File: config.mk
export PLATFORM = sky130hd
export DESIGN_NAME = board_state_flat
export DESIGN_NICKNAME = d
export VERILOG_FILES = /design/src/rtl/board_state_if.sv /design/src/rtl/board_state.sv /design/src/flat_wrapper.sv
export SDC_FILE = /design/constraint.sdc
export NUM_CORES = 1
export LEC_CHECK = 0
export ABC_AREA = 1
export BUFFER_PORTS_ARGS = -buffer_cell sky130_fd_sc_hd__buf_2
export CELL_PAD_IN_SITES_DETAIL_PLACEMENT = 1
export CELL_PAD_IN_SITES_GLOBAL_PLACEMENT = 1
export CORE_MARGIN = 4
export CORE_UTILIZATION = 28
export DETAILED_ROUTE_END_ITERATION = 16
export GPL_TIMING_DRIVEN = 0
export PLACE_DENSITY_LB_ADDON = 0.2
export SLEW_MARGIN = 5
export SYNTH_ARGS = -nofsm -noshare
export SYNTH_HDL_FRONTEND = slang
export SYNTH_SLANG_ARGS = --single-unit
File: constraint.sdc
create_clock -name clk -period 3.33 [get_ports clk]
set_input_delay 0.333 -clock clk [delete_from_list [all_inputs] [get_ports clk]]
set_output_delay 0.333 -clock clk [all_outputs]
set_load 0.05 [all_outputs]
File: src/rtl/board_state_if.sv
// Move request / response channel between a move source and the board_state engine.
// The master issues coordinates under move_valid; the slave answers with done/err pulses.
interface board_state_if;
    logic       move_valid;
    logic       move_ready;
    logic [2:0] from_row;
    logic [2:0] from_col;
    logic [2:0] to_row;
    logic [2:0] to_col;
    logic       move_done;
    logic       move_err;
    logic [1:0] err_code;

    modport master (
        output move_valid, from_row, from_col, to_row, to_col,
        input  move_ready, move_done, move_err, err_code
    );

    modport slave (
        input  move_valid, from_row, from_col, to_row, to_col,
        output move_ready, move_done, move_err, err_code
    );
endinterface

File: src/rtl/board_state.sv
// Authoritative 8x8 checkers board and single-hop move engine feeding the board renderer.
// Squares: bit0 occupied, bit1 black, bit2 king; one move in flight at a time.
module board_state #(
    parameter int unsigned PIECES = 12
) (
    input  logic         clk,
    input  logic         reset_b,
    input  logic         new_game,
    board_state_if.slave bus,
    output logic         turn,
    output logic         game_over,
    output logic         winner,
    output logic [2:0]   board_pos [7:0][7:0]
);
    typedef logic [2:0] board_t [7:0][7:0];
    typedef enum logic [2:0] {StIdle, StRead, StCheck, StCommit, StReject} state_e;

    localparam logic [3:0] PiecesInit = 4'(PIECES);

    function automatic board_t init_board();
        board_t b;
        for (int r = 0; r < 8; r++) begin
            for (int c = 0; c < 8; c++) begin
                b[r[2:0]][c[2:0]] = 3'b000;
                if (r[0] ^ c[0]) begin
                    if (r < 3)      b[r[2:0]][c[2:0]] = 3'b011;
                    else if (r > 4) b[r[2:0]][c[2:0]] = 3'b001;
                end
            end
        end
        return b;
    endfunction

    state_e     state_q, state_d;
    board_t     board_q, board_d;
    logic       turn_q, turn_d;
    logic       over_q, over_d;
    logic       win_q, win_d;
    logic       ready_q, ready_d;
    logic       done_q, done_d;
    logic       err_q, err_d;
    logic [1:0] err_code_q, err_code_d;
    logic [1:0] code_q, code_d;
    logic       jump_q, jump_d;
    logic [2:0] fr_q, fr_d, fc_q, fc_d, tr_q, tr_d, tc_q, tc_d;
    logic [2:0] src_q, src_d;
    logic       dst_occ_q, dst_occ_d;
    logic [1:0] mid_q, mid_d;
    logic [3:0] cnt_w_q, cnt_w_d, cnt_b_q, cnt_b_d;

    logic [2:0]        mid_r, mid_c;
    logic signed [3:0] dr, dc;
    logic [3:0]        adr, adc;
    logic              bad_dir, crown;
    logic [1:0]        check_code;

    assign mid_r = 3'(({1'b0, fr_q} + {1'b0, tr_q}) >> 1);
    assign mid_c = 3'(({1'b0, fc_q} + {1'b0, tc_q}) >> 1);
    assign dr    = $signed({1'b0, tr_q}) - $signed({1'b0, fr_q});
    assign dc    = $signed({1'b0, tc_q}) - $signed({1'b0, fc_q});
    assign adr   = dr[3] ? $unsigned(-dr) : $unsigned(dr);
    assign adc   = dc[3] ? $unsigned(-dc) : $unsigned(dc);
    // Men only advance: black towards row 7, white towards row 0.
    assign bad_dir = !src_q[2] && (turn_q ? dr[3] : !dr[3]);
    assign crown   = src_q[1] ? (tr_q == 3'd7) : (tr_q == 3'd0);

    always_comb begin
        check_code = 2'd0;
        if (!src_q[0] || (src_q[1] != turn_q)) begin
            check_code = 2'd1;
        end else if (dst_occ_q) begin
            check_code = 2'd2;
        end else if ((adr != adc) || !((adr == 4'd1) || (adr == 4'd2)) || bad_dir ||
                     ((adr == 4'd2) && !(mid_q[0] && (mid_q[1] != turn_q)))) begin
            check_code = 2'd3;
        end
    end

    always_comb begin
        state_d    = state_q;
        board_d    = board_q;
        turn_d     = turn_q;
        over_d     = over_q;
        win_d      = win_q;
        done_d     = 1'b0;
        err_d      = 1'b0;
        err_code_d = err_code_q;
        code_d     = code_q;
        jump_d     = jump_q;
        fr_d       = fr_q;
        fc_d       = fc_q;
        tr_d       = tr_q;
        tc_d       = tc_q;
        src_d      = src_q;
        dst_occ_d  = dst_occ_q;
        mid_d      = mid_q;
        cnt_w_d    = cnt_w_q;
        cnt_b_d    = cnt_b_q;

        if (new_game) begin
            state_d    = StIdle;
            board_d    = init_board();
            turn_d     = 1'b1;
            over_d     = 1'b0;
            win_d      = 1'b0;
            err_code_d = 2'd0;
            cnt_w_d    = PiecesInit;
            cnt_b_d    = PiecesInit;
        end else begin
            unique case (state_q)
                StIdle: begin
                    if (bus.move_valid && ready_q) begin
                        fr_d    = bus.from_row;
                        fc_d    = bus.from_col;
                        tr_d    = bus.to_row;
                        tc_d    = bus.to_col;
                        state_d = StRead;
                    end
                end
                StRead: begin
                    src_d     = board_q[fr_q][fc_q];
                    dst_occ_d = board_q[tr_q][tc_q][0];
                    mid_d     = board_q[mid_r][mid_c][1:0];
                    state_d   = StCheck;
                end
                StCheck: begin
                    code_d  = check_code;
                    jump_d  = (adr == 4'd2);
                    state_d = (check_code == 2'd0) ? StCommit : StReject;
                end
                StCommit: begin
                    board_d[tr_q][tc_q] = {src_q[2] | crown, src_q[1:0]};
                    board_d[fr_q][fc_q] = 3'b000;
                    if (jump_q) begin
                        board_d[mid_r][mid_c] = 3'b000;
                        if (turn_q) begin
                            if (cnt_w_q != 4'd0) cnt_w_d = cnt_w_q - 4'd1;
                            if (cnt_w_d == 4'd0) begin
                                over_d = 1'b1;
                                win_d  = turn_q;
                            end
                        end else begin
                            if (cnt_b_q != 4'd0) cnt_b_d = cnt_b_q - 4'd1;
                            if (cnt_b_d == 4'd0) begin
                                over_d = 1'b1;
                                win_d  = turn_q;
                            end
                        end
                    end
                    turn_d  = ~turn_q;
                    done_d  = 1'b1;
                    state_d = StIdle;
                end
                StReject: begin
                    err_d      = 1'b1;
                    err_code_d = code_q;
                    state_d    = StIdle;
                end
                default: state_d = StIdle;
            endcase
        end
        // Registered so move_ready rises in the same cycle as the done/err pulse.
        ready_d = (state_d == StIdle) && !over_d;
    end

    always_ff @(posedge clk or negedge reset_b) begin
        if (!reset_b) begin
            state_q    <= StIdle;
            board_q    <= init_board();
            turn_q     <= 1'b1;
            over_q     <= 1'b0;
            win_q      <= 1'b0;
            ready_q    <= 1'b1;
            done_q     <= 1'b0;
            err_q      <= 1'b0;
            err_code_q <= 2'd0;
            code_q     <= 2'd0;
            jump_q     <= 1'b0;
            fr_q       <= 3'd0;
            fc_q       <= 3'd0;
            tr_q       <= 3'd0;
            tc_q       <= 3'd0;
            src_q      <= 3'd0;
            dst_occ_q  <= 1'b0;
            mid_q      <= 2'd0;
            cnt_w_q    <= PiecesInit;
            cnt_b_q    <= PiecesInit;
        end else begin
            state_q    <= state_d;
            board_q    <= board_d;
            turn_q     <= turn_d;
            over_q     <= over_d;
            win_q      <= win_d;
            ready_q    <= ready_d;
            done_q     <= done_d;
            err_q      <= err_d;
            err_code_q <= err_code_d;
            code_q     <= code_d;
            jump_q     <= jump_d;
            fr_q       <= fr_d;
            fc_q       <= fc_d;
            tr_q       <= tr_d;
            tc_q       <= tc_d;
            src_q      <= src_d;
            dst_occ_q  <= dst_occ_d;
            mid_q      <= mid_d;
            cnt_w_q    <= cnt_w_d;
            cnt_b_q    <= cnt_b_d;
        end
    end

    assign bus.move_ready = ready_q;
    assign bus.move_done  = done_q;
    assign bus.move_err   = err_q;
    assign bus.err_code   = err_code_q;
    assign turn           = turn_q;
    assign game_over      = over_q;
    assign winner         = win_q;
    assign board_pos      = board_q;
endmodule

File: src/flat_wrapper.sv
// flat-port wrapper written by rule: the top's interface ports become plain ports
module board_state_flat 
#(
    parameter int unsigned PIECES = 12
)
  (clk, reset_b, new_game, turn, game_over, winner, board_pos, bus_move_valid, bus_from_row, bus_from_col, bus_to_row, bus_to_col, bus_move_ready, bus_move_done, bus_move_err, bus_err_code);
  board_state_if bus_i ();
  input  logic clk;
  input  logic reset_b;
  input  logic new_game;
  output logic turn;
  output logic game_over;
  output logic winner;
  output logic [2:0] board_pos[7:0][7:0];
  input wire logic [$bits(bus_i.move_valid)-1:0] bus_move_valid;
  input wire logic [$bits(bus_i.from_row)-1:0] bus_from_row;
  input wire logic [$bits(bus_i.from_col)-1:0] bus_from_col;
  input wire logic [$bits(bus_i.to_row)-1:0] bus_to_row;
  input wire logic [$bits(bus_i.to_col)-1:0] bus_to_col;
  output wire logic [$bits(bus_i.move_ready)-1:0] bus_move_ready;
  output wire logic [$bits(bus_i.move_done)-1:0] bus_move_done;
  output wire logic [$bits(bus_i.move_err)-1:0] bus_move_err;
  output wire logic [$bits(bus_i.err_code)-1:0] bus_err_code;
  assign bus_i.move_valid = bus_move_valid;
  assign bus_i.from_row = bus_from_row;
  assign bus_i.from_col = bus_from_col;
  assign bus_i.to_row = bus_to_row;
  assign bus_i.to_col = bus_to_col;
  assign bus_move_ready = bus_i.move_ready;
  assign bus_move_done = bus_i.move_done;
  assign bus_move_err = bus_i.move_err;
  assign bus_err_code = bus_i.err_code;
  board_state #(.PIECES(PIECES)) u_core (.clk(clk), .reset_b(reset_b), .new_game(new_game), .bus(bus_i), .turn(turn), .game_over(game_over), .winner(winner), .board_pos(board_pos));
endmodule
==> results by group <==
Pwr
  • Worst vdd ir: ~0.46 mV
  • Logic pwr share: 0.574
  • Clk network pwr share: 0.218
  • Flop pwr share: 0.208
  • Internal power: approximately 6.6 mW
  • Sw frac: 0.570
  • Power Total: 15.3 mW
  • P per Cell Area: 798 nW/µm²
  • NetSw: a little under 9 mW
  • P_leak: approximately 8.8 nW

Global routing
  • GRT Total Usage: 0.384
  • Pin count of the biggest net entering global routing: between 100 and 150
  • Number of global-route vias before repair: ~20,000
  • First-pass GRT wire length: roughly 160,000 µm
  • Initial antenna violation count: 6
  • Gr ovfl total: 0

Clock tree
  • Sink Count: 232
  • Root buffer cell: clkbuf_16
  • H-tree Lvls: 1
  • Clock latency on the worst-skew pair: about 0.62 ns
  • CTS buffer count: 30
  • Reg clk slew, reported paths: 0.06 ns
  • CTS Buffer Depth: 3
  • CTS tree: yes

Floorplanning
  • Die width: 244 µm
  • DIE AREA: ~60,000 µm²
  • Die height: 244 µm
  • Starting Density: 0.284
  • Top Ports: between 200 and 250
  • # rows: 86
  • CORE AREA: about 55,000 µm²

Status
  • Failing checks: negative hold slack, max-capacitance violations, max-slew violations
  • Outcome: complete, but fails checks

Placed design
  • Placed cell count: about 3,200
  • PortBufs: approximately 220
  • Routability Congestion: 1.05
  • Dpl hpwl: ~88,000 µm

Drt
  • Met3 wire length: approximately 11,000 µm
  • First-pass DRT Iterations: 6
  • Routed wire per std cell: 35.8 µm
  • Initial drt markers: just over 2,000
  • Metal2 WL: approximately 52,000 µm
  • M1 WL: roughly 47,000 µm
  • Top routing layer used: met5
  • Via count: just under 20,000
  • Final antenna-violating net count: 0
  • DRC: 0
  • WL final: 118,000 µm
  • Vias per cell: slightly below 6

Min path
  • HP Class: input pin to register

STA
  • RSZ-0062 raised after global routing: false
  • Slew Viols, Final: 22
  • Fmax: 302 MHz
  • Min Clock Period, post-route: around 3.3 ns
  • Slew headroom: -0.0131
  • Fin crit share: 0.994
  • Worst-case hold slack: -0.00244 ns
  • Final setup vio count: 0
  • Final hold violation count: 1
  • Post-Route Skew: 0.0234 ns
  • Least-Margin Pin Slew: 1.52 ns

Setup path
  • CP max stage cell: dfrtp_1
  • Worst R2R End: u_core.src_q[2]
  • Reg2Reg Setup Slack: 0.02 ns
  • Setup crit end kind: register
  • Worst setup startpoint: u_core.fr_q[1]
  • R2R cell count: 12
  • Worst path arrival time: 3.80 ns
  • RR Startpoint: u_core.fr_q[1]
  • Critical Path Start Type: register
  • Worst path max stage delay: roughly 0.55 ns
  • Critical path type: register to register
  • Crit path capture: u_core.src_q[2]
  • Worst EP required: 3.82 ns
  • Cell Chain, Critical Path: inv_2 -> nand3_1 -> buf_2 -> o22ai_1 -> nor2_1 -> nand3_1 -> nand2_1 -> nand2_1 -> a21oi_1 -> nand3_1 -> nand2_1 -> inv_1
  • CP Max Fanout: 10

Job
  • Maxcap violations: 2

Logic synthesis
  • Register area share after synthesis: 0.374
  • Netlist cell types: between 50 and 60
  • Mapped cell area: roughly 16,000 µm²
  • Mapped Cells: 2,254
  • #FFs+latches synth: 232
  • Syn Nets: around 2,300
  • Yosys warning count: 0
  • Mean area per synthesized cell: approximately 7 µm²

Finish
  • Layout cell share with drive strength beyond 1: 0.189
  • P&R area growth vs syn: 22.8%
  • Most common cell after layout, fill and taps aside: nand2_1
  • Final nets: between 2,000 and 3,000
  • Most frequent cells in the layout: nand2_1 (496), inv_1 (308), buf_2 (247), o21ai_0 (226), dfrtp_1 (187)
  • Post-route insts no fill: 3,305
logic make-up (layout without fill, tap and decap cells):
family,Yosys count,after routing,share of synthesized area
adder cells (fa/ha/maj),20,20,0.0179
AND/OR/NAND/NOR,830,830,0.221
other,0,2,0
flip-flops,232,232,0.374
XOR/XNOR,6,6,0.00575
AO/OA/AOI/OAI,711,711,0.268
buffers and inverters,455,756,0.113
worst max-delay path: cells and delay by family, from the launching register on:
family,cells,cell delay (ns)
simple gates,7,1.48
compound gates,2,0.37
buf+inv,3,0.77
flops,1,0.55
Yosys cell counts (all sizes together):
master	instances	area, µm²
nand2	500	1880
inv	340	1280
o21ai	263	1340
nor2	192	751
dfrtp	190	4750
o22ai	167	1040
a21oi	146	731
nand3	86	473
clkbuf	69	260
buf	43	224
dfstp	42	1100
nor3	34	235
a22oi	26	195
o211ai	25	193
o31ai	20	150
o2111ai	17	149
ha	16	200
nand4	13	81.3
o32ai	13	114
o41ai	10	87.6
o221ai	7	61.3
a211oi	5	37.5
fa	4	80.1
xor2	4	53.8
clkinv	3	11.3
or2	3	18.8
a221oi	2	17.5
o21a	2	15.0
o2bb2ai	2	17.5
xnor2	2	36.3
a311oi	1	8.76
a31oi	1	6.26
a32o	1	10.0
and3	1	6.26
nand3b	1	7.51
o211a	1	10.0
o21bai	1	7.51
o22a	1	8.76
sequential cells by signal (all words and copies together) (netlist names), 2 cells and up:
register / flops
u_core.board_pos: 192
u_core.cnt_b_q: 4
u_core.cnt_w_q: 4
u_core.fc_q: 3
u_core.fr_q: 3
u_core.src_q: 3
u_core.state_q: 3
u_core.tc_q: 3
u_core.tr_q: 3
u_core.bus.err_code: 2
u_core.code_q: 2
u_core.mid_q: 2
final cells by class:
class	count	area [µm²]
Antenna cell	2	5.00
Tap cell	748	936
Clock inverter	8	72.6
Fill cell	6943	36000
Timing Repair Buffer	245	1430
Buffer	112	542
Clock buffer	48	900
Multi-Input combinational cell	1567	8170
Inverter	343	1320
Sequential cell	232	5860
how the worst min path moves through the flow:
| stage | from | endpoint | slack [ns] | cells past startpoint |
|---|---|---|---|---|
| 6_report | bus_from_col[2] | u_core.fc_q[2] | -0.002 | 3 |
| 5_1_grt | bus_from_col[2] | u_core.fc_q[2] | 0.01 | 3 |
| 4_1_cts | bus_from_col[2] | u_core.fc_q[2] | 0.001 | 3 |
| 3_5_place_dp | reset_b | u_core.board_pos[65] | 0.23 | 1 |
| 3_3_place_gp | u_core.code_q[1] | u_core.bus.err_code[1] | 0.48 | 2 |
| 2_1_floorplan | reset_b | u_core.board_pos[0] | 0.04 | 0 |
stage by stage:
step | hold WS (ns) | setup slack, ns | util | area, µm² | setup TNS [ns]
2_1_floorplan | 0.0374 | 0.804 | - | 15700 | 0
3_3_place_gp | 0.477 | -2.75 | 0.320 | 17700 | -592.41
3_5_place_dp | 0.225 | -0.634 | 0.322 | 17800 | -33.25
4_1_cts | 0.00145 | -0.0392 | 0.344 | 19000 | -0.0845
5_1_grt | 0.0106 | 0.00695 | 0.348 | 19200 | 0
6_report | -0.00244 | 0.0197 | 0.348 | 19200 | 0
repair_timing:
action | 4_1_cts | 5_1_grt
hold endpoints to repair | 41 | 0
gates cloned | 0 | 0
hold buffers | 12 | 0
setup buffers | 4 | 11
gates resized for setup | 42 | 56
pin swaps | 1 | 1
endpoints found under the setup margin | 122 | 90
metal layers:
layer	global-route usage	up-vias
li1	-	8208
met1	0.482	9843
met2	0.604	1158
met3	0.0879	333
met4	0.226	4
met5	0	-
power by group through the flow:
stage / clock network (mW) / logic [mW] / registers [mW]
final: 3.35 / 8.81 / 3.19
after global routing: 3.51 / 8.90 / 3.19
after CTS: 3.38 / 8.12 / 3.17
after detailed placement: 0 / 7.83 / 3.22
after global placement: 0 / 7.78 / 3.21
after floorplan: 0 / 3.67 / 3.16
Power figures use the tool's default switching activity.
